<file path="config.mk">
export PLATFORM = sky130hd
export DESIGN_NAME = rr_packet_arbiter
export DESIGN_NICKNAME = d
export VERILOG_FILES = /design/src/rtl/rr_packet_arbiter_pkg.sv /design/src/rtl/rr_packet_arbiter_search.sv /design/src/rtl/rr_packet_arbiter.sv
export SDC_FILE = /design/constraint.sdc
export NUM_CORES = 1
export LEC_CHECK = 0
export ABC_AREA = 1
export CELL_PAD_IN_SITES_DETAIL_PLACEMENT = 1
export CELL_PAD_IN_SITES_GLOBAL_PLACEMENT = 2
export CORE_UTILIZATION = 24
export DETAILED_ROUTE_END_ITERATION = 12
export MAX_ROUTING_LAYER = met4
export PLACE_DENSITY = 0.93
export SYNTH_ARGS = -nofsm -noshare
export SYNTH_HDL_FRONTEND = slang
export SYNTH_SLANG_ARGS = --single-unit
</file>
<file path="constraint.sdc">
create_clock -name clk -period 2.7 [get_ports clk]
set_input_delay 0.405 -clock clk [delete_from_list [all_inputs] [get_ports clk]]
set_output_delay 0.405 -clock clk [all_outputs]
set_load 0.005 [all_outputs]
</file>
<file path="src/rtl/rr_packet_arbiter_pkg.sv">
// Shared types and index helpers for the round-robin packet arbiter.
package rr_packet_arbiter_pkg;

  // Upper bound on requester count supported by the one-hot helper.
  localparam int MAX_WIDTH = 64;

  typedef enum logic {
    IDLE = 1'b0,
    BUSY = 1'b1
  } state_t;

  // Wrapping increment: idx+1 == width rolls back to 0 (valid for any width).
  function automatic int unsigned inc_mod(input int unsigned idx, input int unsigned width);
    return (idx + 1 == width) ? 0 : idx + 1;
  endfunction

  // One-hot decode of an index; callers truncate to their own width.
  function automatic logic [MAX_WIDTH-1:0] onehot(input int unsigned idx);
    return MAX_WIDTH'(1) << idx;
  endfunction

endpackage

</file>
<file path="src/rtl/rr_packet_arbiter_search.sv">
// Rotating-priority search: first set bit at or above i_ptr, else first set
// bit overall. The vector is zero-padded to a power of SPLIT and reduced by a
// radix-SPLIT find-first tree, run once on the high half and once on all bits.
module rr_search #(
  parameter  int WIDTH     = 8,
  parameter  int SPLIT     = 2,
  localparam int WIDTH_LOG = $clog2(WIDTH)
) (
  input  logic [WIDTH-1:0]     i_vec,
  input  logic [WIDTH_LOG-1:0] i_ptr,
  output logic [WIDTH_LOG-1:0] o_idx,
  output logic                 o_vld
);

  function automatic int calc_levels(input int w, input int s);
    int l;
    int p;
    l = 0;
    p = 1;
    while (p < w) begin
      p = p * s;
      l = l + 1;
    end
    return l;
  endfunction

  localparam int LEVELS  = calc_levels(WIDTH, SPLIT);
  localparam int PAD_W   = SPLIT ** LEVELS;
  localparam int PAD_LOG = $clog2(PAD_W);

  // Returns {found, index of lowest set bit}. Each level collapses groups of
  // SPLIT nodes in place; node k only reads nodes >= k, so no value is lost.
  function automatic logic [PAD_LOG:0] tree_ffs(input logic [PAD_W-1:0] v);
    logic [PAD_W-1:0]   node_vld;
    logic [PAD_LOG-1:0] node_idx [PAD_W];
    logic               hit;
    logic [PAD_LOG-1:0] sel;
    int                 n;
    node_vld = v;
    for (int i = 0; i < PAD_W; i++) node_idx[i] = PAD_LOG'(i);
    n = PAD_W;
    for (int l = 0; l < LEVELS; l++) begin
      n = n / SPLIT;
      for (int k = 0; k < PAD_W; k++) begin
        if (k < n) begin
          hit = 1'b0;
          sel = '0;
          for (int c = SPLIT - 1; c >= 0; c--) begin
            if (node_vld[k*SPLIT+c]) begin
              hit = 1'b1;
              sel = node_idx[k*SPLIT+c];
            end
          end
          node_vld[k] = hit;
          node_idx[k] = sel;
        end
      end
    end
    return {node_vld[0], node_idx[0]};
  endfunction

  logic [PAD_W-1:0]   w_pad;
  logic [PAD_W-1:0]   w_hi;
  logic [PAD_LOG:0]   w_hi_res;
  logic [PAD_LOG:0]   w_all_res;
  logic [PAD_LOG-1:0] w_sel;

  // Pad, mask the at-or-above-pointer bits, and pick high half before wrap.
  always_comb begin
    w_pad = '0;
    w_pad[WIDTH-1:0] = i_vec;
    w_hi = '0;
    for (int i = 0; i < PAD_W; i++) w_hi[i] = w_pad[i] & (i >= int'(i_ptr));
    w_hi_res  = tree_ffs(w_hi);
    w_all_res = tree_ffs(w_pad);
    w_sel = w_hi_res[PAD_LOG] ? w_hi_res[PAD_LOG-1:0] : w_all_res[PAD_LOG-1:0];
    o_vld = w_all_res[PAD_LOG];
    o_idx = WIDTH_LOG'(w_sel);
  end

endmodule

</file>
<file path="src/rtl/rr_packet_arbiter.sv">
// Round-robin arbiter with packet locking in front of one valid/ready channel.
// A grant is held until its last beat transfers; handover to the next
// requester in rotating order happens in that same cycle.
module rr_packet_arbiter
  import rr_packet_arbiter_pkg::*;
#(
  parameter  int WIDTH     = 8,
  parameter  int SPLIT     = 2,
  parameter  int LOCK      = 1,
  localparam int WIDTH_LOG = $clog2(WIDTH)
) (
  input  logic                 clk,
  input  logic                 rst,
  input  logic [WIDTH-1:0]     req_vld,
  input  logic [WIDTH-1:0]     req_lst,
  output logic [WIDTH-1:0]     req_rdy,
  output logic                 out_vld,
  input  logic                 out_rdy,
  output logic                 out_lst,
  output logic [WIDTH_LOG-1:0] out_idx,
  output logic                 gnt_own
);

  state_t               r_state;
  state_t               w_state_nxt;
  logic [WIDTH_LOG-1:0] r_gnt_idx;
  logic [WIDTH_LOG-1:0] r_ptr;
  logic [WIDTH_LOG-1:0] w_gnt_idx_nxt;
  logic [WIDTH_LOG-1:0] w_ptr_nxt;
  logic [WIDTH_LOG-1:0] w_hand_ptr;
  logic [WIDTH-1:0]     w_hand_vec;
  logic [WIDTH_LOG-1:0] w_idle_idx;
  logic [WIDTH_LOG-1:0] w_hand_idx;
  logic                 w_idle_vld;
  logic                 w_hand_vld;

  // The finishing holder is masked out: its req_vld still reflects the beat
  // being completed, so it may only re-win from IDLE a cycle later.
  assign w_hand_ptr = WIDTH_LOG'(inc_mod(32'(r_gnt_idx), WIDTH));
  assign w_hand_vec = req_vld & ~WIDTH'(onehot(32'(r_gnt_idx)));
  assign gnt_own    = (r_state == BUSY);

  rr_search #(.WIDTH(WIDTH), .SPLIT(SPLIT)) u_idle_search (
    .i_vec (req_vld),
    .i_ptr (r_ptr),
    .o_idx (w_idle_idx),
    .o_vld (w_idle_vld)
  );

  rr_search #(.WIDTH(WIDTH), .SPLIT(SPLIT)) u_hand_search (
    .i_vec (w_hand_vec),
    .i_ptr (w_hand_ptr),
    .o_idx (w_hand_idx),
    .o_vld (w_hand_vld)
  );

  // Grant state, holder index and fairness pointer; reset abandons any packet.
  always_ff @(posedge clk) begin
    if (rst) begin
      r_state   <= IDLE;
      r_gnt_idx <= '0;
      r_ptr     <= '0;
    end else begin
      r_state   <= w_state_nxt;
      r_gnt_idx <= w_gnt_idx_nxt;
      r_ptr     <= w_ptr_nxt;
    end
  end

  // Channel outputs from the holder, then next grant/pointer selection.
  always_comb begin
    w_state_nxt   = r_state;
    w_gnt_idx_nxt = r_gnt_idx;
    w_ptr_nxt     = r_ptr;
    req_rdy       = '0;
    out_vld       = 1'b0;
    out_lst       = 1'b0;
    out_idx       = '0;
    case (r_state)
      IDLE: begin
        if (w_idle_vld) begin
          w_state_nxt   = BUSY;
          w_gnt_idx_nxt = w_idle_idx;
        end
      end
      BUSY: begin
        out_idx            = r_gnt_idx;
        out_vld            = req_vld[r_gnt_idx];
        out_lst            = (LOCK != 0) ? req_lst[r_gnt_idx] : 1'b1;
        req_rdy[r_gnt_idx] = out_rdy;
        if (out_vld && out_rdy && out_lst) begin
          w_ptr_nxt = w_hand_ptr;
          if (w_hand_vld) begin
            w_gnt_idx_nxt = w_hand_idx;
          end else begin
            w_state_nxt   = IDLE;
            w_gnt_idx_nxt = '0;
          end
        end
      end
      default: w_state_nxt = IDLE;
    endcase
  end

endmodule

</file>
* After elaboration in Yosys (flattened, before gate mapping) *
Cells that the tools add are included.

word-level totals
  flip-flop bits (word level) = 7
  logic and storage cells = 176

operators by class
  add/subtract/negate cells = 1
  $lt $le $gt $ge = 16
  eq/ne operators = 3
  shift operators = 1
  mux-type cells = 129
  bitwise logic cells = 18
  reduce and logical (&&, ||, !) cells = 5

operators with widths
  kind                                                   count
  two-way mux 3 bit                                      37
  two-way mux 1 bit                                      70
  two-way mux 2 bit                                      16
  >= comparator 3 bit, first input constant              6
  bitwise AND 8 bit                                      2
  bitwise AND 1 bit                                      14
  >= comparator 1 x 3 -> 1 bit, first input constant     4
  >= comparator 2 x 3 -> 1 bit, first input constant     4
  two-way mux 8 bit                                      1
  inverter 8 bit                                         1
  << shifter 1 x 3 -> 8 bit, first input constant        1
  binary-select mux 1 bit (select 3 bit)                 2
  one-hot mux 3 bit (2 select lines)                     1
  adder 3 x 1 -> 4 bit, second input constant            1
  == test 4 bit, second input constant                   1
  < comparator 3 x 4 -> 1 bit, second input constant     1
  inequality test 2 x 1 -> 1 bit, second input constant  2
  AND reduction 2 bit                                    2
  demux 1 bit (select 3 bit)                             1
  >= comparator 3 x 1 -> 1 bit, second input constant    1
  logical AND 1 bit                                      3
  one-hot mux 1 bit (2 select lines)                     1
  inverter 1 bit                                         1

* Logic depth before layout (Yosys ltp) *
  depth in word-level cells = 14
  gate-level depth with buffers = 15

* By module *
A second synthesis with hierarchy kept.

unflattened totals
  cell total of the unflattened synthesis = 260
  area, all modules = 1378.8 um^2

modules (own cells, without submodules)
  module             instances  cells an instance  area an instance (um^2)  seq. area each (um^2)
  rr_packet_arbiter  1          150                860.8                    140.1
  rr_search          2          55                 259.0                    0.0

* Worst setup path after synthesis *
Ideal clock, no wire load.

  path kind = register to register
  start point = register r_gnt_idx[1]
  end point = register r_gnt_idx[2]
  arrival = 1.793 ns
  data required time = 2.585 ns
  path slack = 0.792 ns
  stages on the path, launching flop included = 12
  path through = dfxtp_1 -> ha_1 -> ha_1 -> buf_2 -> o211ai_1 -> nand2_1 -> nor2_4 -> o21ai_1 -> nand3_1 -> nand2_1 -> nor2_1 -> nor2_1

on the way
  word-level cells in the longest chain between the ends = 14
  elaborated cells on any way between the ends = 74

ends and longest elaborated chain
  what                                                                         line                            source
  start, declared                                                              rr_packet_arbiter.sv:26         logic [WIDTH_LOG-1:0] r_gnt_idx;
  start signal, assigned                                                       rr_packet_arbiter.sv:65         r_gnt_idx <= w_gnt_idx_nxt;
  adder 3 x 1 -> 4 bit                                                         rr_packet_arbiter_pkg.sv:14     return (idx + 1 == width) ? 0 : idx + 1;
  == test 4 bit                                                                rr_packet_arbiter_pkg.sv:14
  two-way mux 3 bit                                                            rr_packet_arbiter_pkg.sv:14
  >= comparator 3 bit / >= comparator 2 x 3 -> 1 bit (equally long branches)   rr_packet_arbiter_search.sv:73  for (int i = 0; i < PAD_W; i++) w_hi[i] = w_pad[i] & (i >= int'(i_ptr));
  bitwise AND 1 bit                                                            rr_packet_arbiter_search.sv:73
  two-way mux 3 bit / two-way mux 1 bit (equally long branches) (5 in series)  rr_packet_arbiter_search.sv:49  if (node_vld[k*SPLIT+c]) begin
  two-way mux 3 bit                                                            rr_packet_arbiter_search.sv:76  w_sel = w_hi_res[PAD_LOG] ? w_hi_res[PAD_LOG-1:0] : w_all_res[PAD_LOG-1:0];
  two-way mux 3 bit                                                            rr_packet_arbiter.sv:93         if (w_hand_vld) begin
  two-way mux 3 bit                                                            rr_packet_arbiter.sv:91         if (out_vld && out_rdy && out_lst) begin
  one-hot mux 3 bit (2 select lines)                                           rr_packet_arbiter.sv:79         case (r_state)

Several ways; a longest one is shown, not always the timed one. The select of a mux whose other input is x is not followed.
A chain may end at the register's enable or synchronous reset.

* Worst setup path in the final report *
  start point = register r_gnt_idx[2]
  end point = output out_lst

on the way
  word-level cells in the longest chain between the ends = 3

ends and longest elaborated chain
  what                                     line                     source
  binary-select mux 1 bit (select 3 bit)   rr_packet_arbiter.sv:89  out_lst = (LOCK != 0) ? req_lst[r_gnt_idx] : 1'b1;
  two-way mux 1 bit (not written as such)  rr_packet_arbiter.sv:89
  two-way mux 1 bit                        rr_packet_arbiter.sv:79
  end, declared                            rr_packet_arbiter.sv:19  output logic out_lst,

No other way between the ends. The select of a mux whose other input is x is not followed.

==> metrics.yaml <==
cts_hold_buf: 0
p_comb_frac: 0.556
setup_viol: 0
path_cells: "inv_4 -> nor2_2 -> nand3_1 -> nand2_1 -> nor2_2 -> nor2_4 -> clkdlybuf4s50_1"
portBuffers: 32
gp_congestion: 0.825
grt_max_degree: 11
place_ws_ns: 0.256
routed_wl_microns: 4620
crit_path_frequent_cell: "nor2_2"
htreeDepth: 1
netlist_area_sq_mm: 0.00136
setup_slack_ns: 0.225
crit_type: "reg2out"
multi_input_area_sq_mm: 0.00102
cp.arrival_ns: 2.07
p_seq_frac: 0.207
syn_inst: 263
regArea_sq_um: 140
vias_per_cell: 4.49
hpwl_microns: 3860
ir_worst_vdd_v: 0.000161
clkTransAtPathRegs_ns: 0.04
cts_tree: "yes"
switching_power_uw: 302
clock_skew_ns: 0.000478
first_iter_violations: 57
dpl-instance-area_sq_mm: 0.00176
cts_buffers: 3
vias: 1663
status: "completed"
fin_crit_ns: 2.48
coreArea_sq_mm: 0.00547
route.detailed.drc: 0
powerDensity_mw_per_mm2: 369
ctsResizeCount: 0
synthMuxAreaShare: 0
synth_top_family_by_area: "simple AND/OR/NAND/NOR gates"
grt_pass1_wl_microns: 7980
clock_latency_ns: 0.24
critPathLaunchType: "flop"
ys_seq_elements: 7
postCtsSetupBuffers: 0
root_buffer: "clkbuf_8"
cpPeakStageDelay_ns: 0.63
ff2ff_setup_slack_ns: 0.39
crit_slowest_cell: "dfxtp_1"
die_x_microns: 77.2
synth-xor-area-share: 0
worst_setup_path_end_kind: "output pin"
placementRows: 27
grt_overflow: 0
path_max_fanout: 10
clock-sinks: 7
syn_avg_cell_area_sq_um: 5.17
track_usage: 0.174
worst_slew_pin_slew_ns: 0.511
intPower_uw: 362
fillers: 754
fin_area_sq_mm: 0.00180
grt_antenna_before_repair: 0
worstSetupStartpoint: "r_gnt_idx[2]"
yosysSeqAreaShare: 0.103
synthToLayoutAreaGrowth_pct: 32.5
yosys_warnings: 0
die_area_sq_mm: 0.00597
n_antenna_cell: 0
maxSlewHeadroom: 0.659
final_nets: 325
required_ns: 2.30
p_clk_frac: 0.237
boundaryPins: 33
finalCritPeriodShare: 0.917
wl_per_cell_microns: 12.5
p_leak_uw: 0.000931
die_h_microns: 77.2
slew_violations: 0
grt_pass1_vias: 1635
drive_above_1_share: 0.0973
max_cap_viol_count: 0
ant_nets: 0
fmax_ghz: 0.404
r2r_start: "r_gnt_idx[2]"
hold_violations: 0
worstHoldStart: "r_ptr[0]"
clock_path_buffers: 2
synth-adder-area-share: 0.0645
setup_tns_ns: 0
netSwitchingFraction: 0.455
synth-compound-area-share: 0.0967
synth-simple-area-share: 0.592
hp-class: "reg2reg"
syn_nets: 289
start_util: 0.248
drtPass1Iterations: 4
synth.distinct_cells: 26
rsz0062_at_grt: "no"
## synth_stat cells
cell type / count / share of area
a21oi_1: 9 / 0.033
a31oi_1: 1 / 0.0046
dfxtp_1: 7 / 0.10
inv_2: 4 / 0.011
nand2_1: 95 / 0.26
nand4_1: 1 / 0.0046
nand2_2: 4 / 0.018
nand2_4: 1 / 0.0083
inv_1: 33 / 0.091
inv_4: 2 / 0.0092
a21oi_2: 2 / 0.013
a21boi_0: 2 / 0.011
or2_0: 3 / 0.014
nand3b_1: 1 / 0.0055
nand3_2: 1 / 0.0074
ha_1: 7 / 0.064
or2_1: 1 / 0.0046
nand3_1: 29 / 0.11
nor2_1: 38 / 0.10
buf_6: 3 / 0.025
nor2_4: 5 / 0.041
o21ai_0: 2 / 0.0074
buf_2: 2 / 0.0074
nor2_2: 3 / 0.014
o211ai_1: 1 / 0.0055
o21ai_1: 6 / 0.022
## worst max-delay path: cells and delay by family (launching register included)
| kind | cells | cell delay (ns) |
|---|---|---|
| flops | 1 | 0.63 |
| buf+inv | 2 | 0.61 |
| simple gates | 5 | 0.58 |
## per-stage QoR
| stage | total power [uW] | utilization | instances | hold slack (ns) |
|---|---|---|---|---|
| 2_1_floorplan | 387 | - | 263 | 0.530 |
| 3_3_place_gp | 504 | 0.321 | 366 | 0.572 |
| 3_5_place_dp | 510 | 0.321 | 366 | 0.573 |
| 4_1_cts | 673 | 0.329 | 370 | 0.587 |
| 5_1_grt | 726 | 0.329 | 370 | 0.608 |
| 6_report | 664 | 0.329 | 370 | 0.584 |
## kinds of logic after synthesis
family          Yosys count
flops                     7
compound gates           23
simple gates            182
fa+ha+maj                 7
buf+inv                  44
## layer usage
metal | share of wire | track usage | vias up
li1 | - | - | 886
met5 | 0 | - | -
met3 | 0.030 | 0.0274 | 7
met1 | 0.49 | 0.220 | 736
met2 | 0.47 | 0.287 | 34
met4 | 0.013 | 0.0415 | 0
## placed cells by master, fill, tap and decap left out
cell type / n
ha_1: 7
clkdlybuf4s50_1: 32
a21oi_2: 2
clkbuf_8: 3
nand2_4: 1
a31oi_1: 1
nand4_1: 1
nand3b_1: 1
dfxtp_1: 7
nor2_1: 38
nand3_1: 29
inv_2: 4
inv_1: 33
or2_0: 3
buf_4: 4
inv_4: 2
a21boi_0: 2
nand2_2: 4
o21ai_0: 2
or2_1: 1
a21oi_1: 9
clkbuf_1: 1
nand2_1: 95
nor2_4: 5
o21ai_1: 6
nand3_2: 1
o211ai_1: 1
nor2_2: 3
## cell type report
type,count,share of cell area
clock buffer,4,0.0250
inverter,39,0.0841
multi-input combinational,212,0.568
sequential,7,0.0778
tap,72,0.0500
timing repair buffer,36,0.195
## sequential cells by signal, indices dropped and copies added (netlist names)
name / cells
r_gnt_idx: 3
r_ptr: 3
gnt_own: 1
## path summary, 6_finish.rpt
| path | to | cells after the start |
|---|---|---|
| worst min-delay path | r_ptr[0] | 2 |
| worst max register to register | r_gnt_idx[2] | 10 |
| worst min register to register | r_ptr[0] | 2 |
| worst max-delay path | out_lst | 7 |
## power groups by stage
| stage | Clock, uW | Combinational (uW) | Sequential (uW) |
|---|---|---|---|
| floorplan | 0 | 261 | 126 |
| global placement | 0 | 366 | 139 |
| detailed placement | 0 | 371 | 139 |
| CTS | 163 | 373 | 138 |
| global route | 168 | 418 | 140 |
| finish | 157 | 369 | 138 |
Power figures use the tool's default switching activity.
